File: src/rtl/regfile_arb_pkg.sv
// Shared defaults, arbiter state encoding and conflict-counter helpers for the
// register-file write arbiter.
package regfile_arb_pkg;
  localparam int WIDTH_DEF = 32;
  localparam int SIZE_DEF  = 5;
  localparam int CNT_W     = 16;
  localparam logic [CNT_W-1:0] CNT_MAX = '1;

  typedef enum logic {
    PRI0 = 1'b0,
    PRI1 = 1'b1
  } arb_state_t;

  function automatic logic [CNT_W-1:0] sat_inc(input logic [CNT_W-1:0] v);
    return (v == CNT_MAX) ? v : v + 1'b1;
  endfunction
endpackage

File: src/rtl/regfile_write_arbiter_if.sv
// Bundle of the two write-request channels, the register-file write port and
// the read-data path between requesters, arbiter and register file.
interface regfile_write_arbiter_if #(
  parameter int WIDTH = regfile_arb_pkg::WIDTH_DEF,
  parameter int SIZE  = regfile_arb_pkg::SIZE_DEF
);
  logic             req0_valid_i;
  logic             req1_valid_i;
  logic [SIZE-1:0]  req0_addr_i;
  logic [SIZE-1:0]  req1_addr_i;
  logic [WIDTH-1:0] req0_data_i;
  logic [WIDTH-1:0] req1_data_i;
  logic             req0_ready_o;
  logic             req1_ready_o;
  logic             reg_write_o;
  logic [SIZE-1:0]  write_register_o;
  logic [WIDTH-1:0] write_data_o;
  logic [SIZE-1:0]  read_register_1_i;
  logic [SIZE-1:0]  read_register_2_i;
  logic [WIDTH-1:0] rf_read_data_1_i;
  logic [WIDTH-1:0] rf_read_data_2_i;
  logic [WIDTH-1:0] read_data_1_o;
  logic [WIDTH-1:0] read_data_2_o;

  // Arbiter side
  modport slave (
    input  req0_valid_i, req1_valid_i, req0_addr_i, req1_addr_i,
    input  req0_data_i, req1_data_i,
    output req0_ready_o, req1_ready_o,
    output reg_write_o, write_register_o, write_data_o,
    input  read_register_1_i, read_register_2_i,
    input  rf_read_data_1_i, rf_read_data_2_i,
    output read_data_1_o, read_data_2_o
  );

  // Requester / register-file side
  modport master (
    output req0_valid_i, req1_valid_i, req0_addr_i, req1_addr_i,
    output req0_data_i, req1_data_i,
    input  req0_ready_o, req1_ready_o,
    input  reg_write_o, write_register_o, write_data_o,
    output read_register_1_i, read_register_2_i,
    output rf_read_data_1_i, rf_read_data_2_i,
    input  read_data_1_o, read_data_2_o
  );
endinterface

File: src/rtl/rr_arbiter_2.sv
// Two-requester round-robin grant logic with its priority state register.
// state | meaning
// PRI0  | requester 0 wins a tie
// PRI1  | requester 1 wins a tie
module rr_arbiter_2
  import regfile_arb_pkg::*;
(
  input  logic clk,
  input  logic reset,
  input  logic i_en,
  input  logic i_req0,
  input  logic i_req1,
  output logic o_gnt0,
  output logic o_gnt1
);
  arb_state_t r_state;
  arb_state_t w_state_nxt;

  always_ff @(posedge clk or negedge reset) begin
    if (!reset) r_state <= PRI0;
    else        r_state <= w_state_nxt;
  end

  always_comb begin
    w_state_nxt = r_state;
    o_gnt0      = 1'b0;
    o_gnt1      = 1'b0;
    if (i_en) begin
      if (i_req0 && (!i_req1 || r_state == PRI0)) o_gnt0 = 1'b1;
      else if (i_req1)                             o_gnt1 = 1'b1;
    end
    if (o_gnt0)      w_state_nxt = PRI1;
    else if (o_gnt1) w_state_nxt = PRI0;
  end
endmodule

File: src/rtl/regfile_write_arbiter.sv
// Round-robin arbiter merging two write requesters onto one register-file write port.
// Define RF_WB_FORWARD_EN to forward the registered write data onto the read ports.
module regfile_write_arbiter
  import regfile_arb_pkg::*;
#(
  parameter int WIDTH = WIDTH_DEF,
  parameter int SIZE  = SIZE_DEF
) (
  input  logic              clk,
  input  logic              reset,
  input  logic              hold_i,
  output logic [CNT_W-1:0]  conflict_cnt_o,
  regfile_write_arbiter_if.slave bus
);
  logic             w_gnt0;
  logic             w_gnt1;
  logic             w_xfer;
  logic             w_conflict;
  logic [SIZE-1:0]  w_addr;
  logic [WIDTH-1:0] w_data;

  logic             r_reg_write;
  logic [SIZE-1:0]  r_wr_reg;
  logic [WIDTH-1:0] r_wr_data;
  logic [CNT_W-1:0] r_conflict;

  // Reset gates the grant so readies drop the moment reset asserts.
  rr_arbiter_2 u_arb (
    .clk    (clk),
    .reset  (reset),
    .i_en   (reset && !hold_i),
    .i_req0 (bus.req0_valid_i),
    .i_req1 (bus.req1_valid_i),
    .o_gnt0 (w_gnt0),
    .o_gnt1 (w_gnt1)
  );

  assign bus.req0_ready_o = w_gnt0;
  assign bus.req1_ready_o = w_gnt1;

  assign w_xfer     = w_gnt0 | w_gnt1;
  assign w_conflict = bus.req0_valid_i & bus.req1_valid_i;
  assign w_addr     = w_gnt1 ? bus.req1_addr_i : bus.req0_addr_i;
  assign w_data     = w_gnt1 ? bus.req1_data_i : bus.req0_data_i;

  always_ff @(posedge clk or negedge reset) begin
    if (!reset) begin
      r_reg_write <= 1'b0;
      r_wr_reg    <= '0;
      r_wr_data   <= '0;
      r_conflict  <= '0;
    end else begin
      r_reg_write <= w_xfer && (w_addr != '0);
      if (w_xfer) begin
        r_wr_reg  <= w_addr;
        r_wr_data <= w_data;
      end
      if (w_conflict) r_conflict <= sat_inc(r_conflict);
    end
  end

  assign bus.reg_write_o      = r_reg_write;
  assign bus.write_register_o = r_wr_reg;
  assign bus.write_data_o     = r_wr_data;
  assign conflict_cnt_o       = r_conflict;

`ifdef RF_WB_FORWARD_EN
  logic w_fwd1;
  logic w_fwd2;

  assign w_fwd1 = r_reg_write && (bus.read_register_1_i == r_wr_reg) &&
                  (bus.read_register_1_i != '0);
  assign w_fwd2 = r_reg_write && (bus.read_register_2_i == r_wr_reg) &&
                  (bus.read_register_2_i != '0);
  assign bus.read_data_1_o = w_fwd1 ? r_wr_data : bus.rf_read_data_1_i;
  assign bus.read_data_2_o = w_fwd2 ? r_wr_data : bus.rf_read_data_2_i;
`else
  logic w_unused_rd_addr;

  assign bus.read_data_1_o = bus.rf_read_data_1_i;
  assign bus.read_data_2_o = bus.rf_read_data_2_i;
  assign w_unused_rd_addr  = ^{bus.read_register_1_i, bus.read_register_2_i};
`endif
endmodule

File: src/flat_wrapper.sv
// flat-port wrapper written by rule: the top's interface ports become plain ports
module regfile_write_arbiter_flat import regfile_arb_pkg::*;
#(
  parameter int WIDTH = WIDTH_DEF,
  parameter int SIZE  = SIZE_DEF
)
  (clk, reset, hold_i, conflict_cnt_o, bus_req0_valid_i, bus_req1_valid_i, bus_req0_addr_i, bus_req1_addr_i, bus_req0_data_i, bus_req1_data_i, bus_req0_ready_o, bus_req1_ready_o, bus_reg_write_o, bus_write_register_o, bus_write_data_o, bus_read_register_1_i, bus_read_register_2_i, bus_rf_read_data_1_i, bus_rf_read_data_2_i, bus_read_data_1_o, bus_read_data_2_o);
  regfile_write_arbiter_if #(.WIDTH(WIDTH), .SIZE(SIZE)) bus_i ();
  input  logic clk;
  input  logic reset;
  input  logic hold_i;
  output logic [CNT_W-1:0] conflict_cnt_o;
  input wire logic [$bits(bus_i.req0_valid_i)-1:0] bus_req0_valid_i;
  input wire logic [$bits(bus_i.req1_valid_i)-1:0] bus_req1_valid_i;
  input wire logic [$bits(bus_i.req0_addr_i)-1:0] bus_req0_addr_i;
  input wire logic [$bits(bus_i.req1_addr_i)-1:0] bus_req1_addr_i;
  input wire logic [$bits(bus_i.req0_data_i)-1:0] bus_req0_data_i;
  input wire logic [$bits(bus_i.req1_data_i)-1:0] bus_req1_data_i;
  output wire logic [$bits(bus_i.req0_ready_o)-1:0] bus_req0_ready_o;
  output wire logic [$bits(bus_i.req1_ready_o)-1:0] bus_req1_ready_o;
  output wire logic [$bits(bus_i.reg_write_o)-1:0] bus_reg_write_o;
  output wire logic [$bits(bus_i.write_register_o)-1:0] bus_write_register_o;
  output wire logic [$bits(bus_i.write_data_o)-1:0] bus_write_data_o;
  input wire logic [$bits(bus_i.read_register_1_i)-1:0] bus_read_register_1_i;
  input wire logic [$bits(bus_i.read_register_2_i)-1:0] bus_read_register_2_i;
  input wire logic [$bits(bus_i.rf_read_data_1_i)-1:0] bus_rf_read_data_1_i;
  input wire logic [$bits(bus_i.rf_read_data_2_i)-1:0] bus_rf_read_data_2_i;
  output wire logic [$bits(bus_i.read_data_1_o)-1:0] bus_read_data_1_o;
  output wire logic [$bits(bus_i.read_data_2_o)-1:0] bus_read_data_2_o;
  assign bus_i.req0_valid_i = bus_req0_valid_i;
  assign bus_i.req1_valid_i = bus_req1_valid_i;
  assign bus_i.req0_addr_i = bus_req0_addr_i;
  assign bus_i.req1_addr_i = bus_req1_addr_i;
  assign bus_i.req0_data_i = bus_req0_data_i;
  assign bus_i.req1_data_i = bus_req1_data_i;
  assign bus_req0_ready_o = bus_i.req0_ready_o;
  assign bus_req1_ready_o = bus_i.req1_ready_o;
  assign bus_reg_write_o = bus_i.reg_write_o;
  assign bus_write_register_o = bus_i.write_register_o;
  assign bus_write_data_o = bus_i.write_data_o;
  assign bus_i.read_register_1_i = bus_read_register_1_i;
  assign bus_i.read_register_2_i = bus_read_register_2_i;
  assign bus_i.rf_read_data_1_i = bus_rf_read_data_1_i;
  assign bus_i.rf_read_data_2_i = bus_rf_read_data_2_i;
  assign bus_read_data_1_o = bus_i.read_data_1_o;
  assign bus_read_data_2_o = bus_i.read_data_2_o;
  regfile_write_arbiter #(.WIDTH(WIDTH), .SIZE(SIZE)) u_core (.clk(clk), .reset(reset), .hold_i(hold_i), .conflict_cnt_o(conflict_cnt_o), .bus(bus_i));
endmodule
File: config.mk
export PLATFORM = sky130hd
export DESIGN_NAME = regfile_write_arbiter_flat
export DESIGN_NICKNAME = d
export VERILOG_FILES = /design/src/rtl/regfile_arb_pkg.sv /design/src/rtl/regfile_write_arbiter_if.sv /design/src/rtl/rr_arbiter_2.sv /design/src/rtl/regfile_write_arbiter.sv /design/src/flat_wrapper.sv
export SDC_FILE = /design/constraint.sdc
export NUM_CORES = 1
export LEC_CHECK = 0
export BUFFER_PORTS_ARGS = -buffer_cell sky130_fd_sc_hd__buf_2
export CAP_MARGIN = 20
export CORE_AREA = 2 2 106 108
export DETAILED_ROUTE_END_ITERATION = 16
export DIE_AREA = 0 0 108 110
export PLACE_DENSITY = 0.66
export SYNTH_ARGS = -nofsm -noshare
export SYNTH_HDL_FRONTEND = slang
export SYNTH_HIERARCHICAL = 1
export SYNTH_SLANG_ARGS = --single-unit
File: constraint.sdc
create_clock -name clk -period 4.2 [get_ports clk]
set_input_delay 0.84 -clock clk [delete_from_list [all_inputs] [get_ports clk]]
set_output_delay 0.84 -clock clk [all_outputs]
set_load 0.1 [all_outputs]
; ---- After elaboration in Yosys (flattened, before gate mapping)
; Cells that the tools add are included.
[totals]
register_bits = 55
latchBits = 0
ramBits = 0
romBits = 0
inputBits = 153
out_inout_bits = 120
word_cells = 29
memories = 0
[op_classes]
addsub = 1
mul = 0
div_mod_pow = 0
n_lt_le_gt_ge = 0
n_eq_ne = 1
shift = 0
n_mux = 9
n_bitwise = 4
reduce_logical = 9
[ops]
columns = op, n
row1 = $mux 32, 1
row2 = $add 16x1->16 const B, 1
row3 = $eq 16x16->1 const B, 1
row4 = $mux 1, 7
row5 = $mux 5, 1
row6 = $reduce_bool 5->1, 1
row7 = $logic_and 1x1->1, 3
row8 = $logic_not 1->1, 2
row9 = $not 1->1, 2
row10 = $reduce_and 2->1, 1
row11 = $reduce_bool 2->1, 1
row12 = $and 1x1->1, 1
row13 = $logic_or 1x1->1, 1
row14 = $or 1x1->1, 1

; ---- Logic depth before layout (Yosys ltp)
[depth]
ltp_word = 8
mapped_depth = 8
mapped_depth_nobuf = 7

; ---- Cells and area by module
; Netlist, hierarchy kept.
[modules_own_cells]
columns = mod, instances, cells_per_inst, area_each_um2, seq_area_each_um2
row1 = regfile_write_arbiter, 1, 308, 3032.9, 1351.3
row2 = rr_arbiter_2, 1, 8, 61.3, 25.0

; ---- Least setup slack after synthesis
; OpenSTA, ideal clock, no wires.
[synth_timing]
kind = input -> register
startpoint = in reset
endpoint = reg u_core.r_wr_data[0], in the netlist u_core/bus.write_data_o[0]
setup_time_ns = 0.133
arrival_time_ns = 3.684
setup_slack_ns = 0.383
stages = 7
n_path_buf = 2
path_cell_list = nor2b_1 -> nand2_1 -> a21oi_1 -> buf_2 -> buf_2 -> mux2i_1 -> o21ai_0
[synth_between]
elab_chain_len = 3
word_cells_on_any_way = 5
[synth_rtl]
columns = item, line_no
row1 = "start, declared", flat_wrapper.sv:10  ; input logic reset;
row2 = $logic_and 1x1->1, regfile_write_arbiter.sv:31  ; .i_en (reset && !hold_i),
row3 = $mux 1, rr_arbiter_2.sv:28  ; if (i_en) begin
row4 = via bus_req0_ready_o, flat_wrapper.sv:19  ; output wire logic [$bits(bus_i.req0_ready_o)-1:0] bus_req0_ready_o;
row5 = $or 1x1->1, regfile_write_arbiter.sv:41  ; assign w_xfer = w_gnt0 | w_gnt1;
row6 = "end signal, assigned", regfile_write_arbiter.sv:56  ; r_wr_data <= w_data;
row7 = "end, declared", regfile_write_arbiter.sv:24  ; logic [WIDTH-1:0] r_wr_data;
; The timed path passes the listed nets, and every way through them passes these cells.
; A chain may end at the register's enable or synchronous reset.

; ---- Worst setup path in the final report
[layout_timing]
startpoint = in reset
endpoint = out bus_req0_ready_o
[layout_between]
elab_chain_len = 2
[layout_rtl]
columns = item, line_no
row1 = $logic_and 1x1->1, regfile_write_arbiter.sv:31
row2 = $mux 1, rr_arbiter_2.sv:28
row3 = "end, declared", flat_wrapper.sv:19
; Every way passes these cells.

==> impl_metrics.env <==
export IMPL_outcome="complete, no violations"
export IMPL_track_usage=0.122
export IMPL_layout_cells_non_filler=525
export IMPL_p_leak_nw=1.68
export IMPL_synth_top_area_frac=0.445
export IMPL_clk_path_buf_depth=2
export IMPL_cts_tree="built"
export IMPL_syn_inst=316
export IMPL_gp_congestion=0.782
export IMPL_synth_seq_cells=55
export IMPL_crit_path_start="reset"
export IMPL_core_area_um2=10700
export IMPL_ys_top_cells_by_area="dfrtp_1, buf_4, mux2i_1"
export IMPL_io_buffers=134
export IMPL_grt_pass1_vias=2286
export IMPL_routed_wl_um=7310
export IMPL_hpwl_um=5530
export IMPL_grt_max_degree=78
export IMPL_period_minus_slack_ns=2.88
export IMPL_drv_slew=0
export IMPL_power_share_switching=0.586
export IMPL_yosysSeqAreaShare=0.445
export IMPL_grt_use_met3=0.0317
export IMPL_critPathMaxFanout=12
export IMPL_postSynthAreaPerCell_um2=9.79
export IMPL_fin_nets=538
export IMPL_final_area_um2=3570
export IMPL_nFillCells=1112
export IMPL_cts_resized=0
export IMPL_reg2reg_depth=4
export IMPL_async_flop_share=1.00
export IMPL_layout_drive_gt1_share=0.403
export IMPL_clkPwrFrac=0.120
export IMPL_path_class="primary input to output pin"
export IMPL_holdBufCountCts=0
export IMPL_syn_nets=470
export IMPL_synth_edff_count=0
export IMPL_finalHoldViolCount=0
export IMPL_place_area_um2=3490
export IMPL_power_switching_mw=1.40
export IMPL_setup_viol=0
export IMPL_vias=2382
export IMPL_r2r_slack_ns=2.17
export IMPL_post_cts_repair_setup_buffers=0
export IMPL_hold_class="register to register"
export IMPL_grt_busiest_layer="met2"
export IMPL_initial_core_util=0.289
export IMPL_grt_overflow=0
export IMPL_p_per_area_nw_per_um2=669
export IMPL_final_cell_mix="buf_2, dfrtp_1, nand2_1"
export IMPL_firstDrtPassIters=4
export IMPL_worstPathArrival_ns=2.04
export IMPL_finalSetupTns_ns=0
export IMPL_cts_root_buf="clkbuf_8"
export IMPL_grt_pass1_wl_um=11200
export IMPL_num_antenna_cells=0
export IMPL_htreeDepth=2
export IMPL_rsz0062_at_grt="no"
export IMPL_synth_cell_types=31
export IMPL_skew_ns=0.00925
export IMPL_drv_cap=0
export IMPL_crit_path_end_kind="output pin"
export IMPL_grt_use_met1=0.144
export IMPL_clkSlewWorstSetupHoldPaths_ns=0.09
export IMPL_worst_pin_slew_ns=0.721
export IMPL_fp_row_count=38
export IMPL_postRouteAntennaNets=0
export IMPL_die_height_um=110
export IMPL_placed_cells=517
export IMPL_dieArea_um2=11900
export IMPL_num_io_pins=273
export IMPL_comb_power_share=0.564
export IMPL_utilization=0.334
export IMPL_numCtsBuffers=5
export IMPL_p_int_uw=988
export IMPL_cts_sinks=55
export IMPL_netlist_area_um2=3090
export IMPL_met2_usage=0.195
export IMPL_cp_endpoint="bus_req0_ready_o"
export IMPL_synth_area_leader_cell="dfrtp_1"
export IMPL_drc_errors=0
export IMPL_maxSlewHeadroom=0.519
export IMPL_fin_crit_sh=0.686
export IMPL_final_common_cell="buf_2"
export IMPL_crit_reg2reg_capture="u_core/bus.write_register_o[2]"
export IMPL_ys_warn_count=6
export IMPL_dr_first_iter_drc_count=85
export IMPL_r2r_start="u_core/u_arb/r_state"
export IMPL_wl_per_cell_um=13.9
export IMPL_seq_power_share=0.317
export IMPL_syn2layout_area_growth_pct=15.4
export IMPL_setup_ws_ns=1.32
export IMPL_synth_ff_type="dfrtp_1"
export IMPL_clock_latency_ns=0.31
export IMPL_antenna_found_initial=0
export IMPL_viasPerCell=4.54
export IMPL_crit_path_start_kind="primary input"
export IMPL_required_ns=3.36
export IMPL_fmaxAchievable_mhz=347
export IMPL_ir_drop_mv=0.398
export IMPL_die_w_um=108
export IMPL_pre_cts_slack_ns=1.24
## worst max-delay path, cell delays in order
cell     delay, ns
buf_2         0.09
nor2b_1       0.22
nand2_1       0.16
a21oi_4       0.47
buf_12        0.25
## registers in the layout (all words and copies together), names as in the netlist
name and cells:
u_core/bus.write_data_o 32, u_core/conflict_cnt_o 16, u_core/bus.write_register_o 5, u_core/bus.reg_write_o 1, u_core/u_arb/r_state 1
## through the flow
stage,power [mW],hold WS [ns]
2_1_floorplan,2.15,0.520
3_3_place_gp,2.10,0.476
3_5_place_dp,2.12,0.494
4_1_cts,2.42,0.507
5_1_grt,2.50,0.527
6_report,2.39,0.506
## cells by family after synthesis
| group | share of synthesized area |
|---|---|
| adders and majority gates | 0.00404 |
| muxes | 0.132 |
| and+or+nand+nor | 0.133 |
| xor gates and xnor gates | 0.0396 |
| AOI/OAI and AO/OA | 0.0691 |
| buffers and inverters | 0.178 |
| DFF | 0.445 |
## metal layers
metal  part of all wire  wire, µm
met1               0.39      2840
met2               0.49      3570
met3              0.077       564
met4              0.046       337
met5                  0         0
## synthesized netlist by cell type (all sizes together) (2+ instances only)
library cell / count
mux2i: 36
nor2b: 2
nor3b: 2
nor2: 6
nand3: 3
nor3: 8
nand4: 5
a21oi: 4
xnor2: 2
xor2: 12
nor4: 5
o21ai: 38
dfrtp: 55
mux2: 4
nand2: 46
inv: 4
clkbuf: 9
buf: 68
## area by class of cell
| cell class | instances | area, µm² | area share |
|---|---|---|---|
| Inverter | 4 | 15.0 | 0.00421 |
| Tap cell | 140 | 175 | 0.0491 |
| Sequential cell | 55 | 1380 | 0.386 |
| Clock inverter | 1 | 5.00 | 0.00140 |
| Clock buffer | 7 | 76.3 | 0.0214 |
| Timing Repair Buffer | 138 | 731 | 0.205 |
| Multi-Input combinational cell | 180 | 1190 | 0.334 |
## power by group through the flow
| stage | registers, mW | logic (mW) | clock network (mW) |
|---|---|---|---|
| after CTS | 0.758 | 1.35 | 0.310 |
| after global routing | 0.778 | 1.40 | 0.328 |
| after global placement | 0.761 | 1.34 | 0 |
| after detailed placement | 0.766 | 1.35 | 0 |
| final | 0.757 | 1.35 | 0.286 |
| after floorplan | 1.69 | 0.462 | 0 |
## worst min-delay path by stage
stage	from	endpoint	slack, ns	depth (start not counted)
4_1_cts	u_core/conflict_cnt_o[15]	u_core/conflict_cnt_o[15]	0.51	1
3_3_place_gp	u_core/conflict_cnt_o[15]	u_core/conflict_cnt_o[15]	0.48	1
6_report	u_core/conflict_cnt_o[15]	u_core/conflict_cnt_o[15]	0.51	1
3_5_place_dp	u_core/conflict_cnt_o[15]	u_core/conflict_cnt_o[15]	0.49	1
5_1_grt	u_core/conflict_cnt_o[15]	u_core/conflict_cnt_o[15]	0.53	1
2_1_floorplan	u_core/u_arb/r_state	u_core/u_arb/r_state	0.52	2
(Power assumes the default switching activity.)
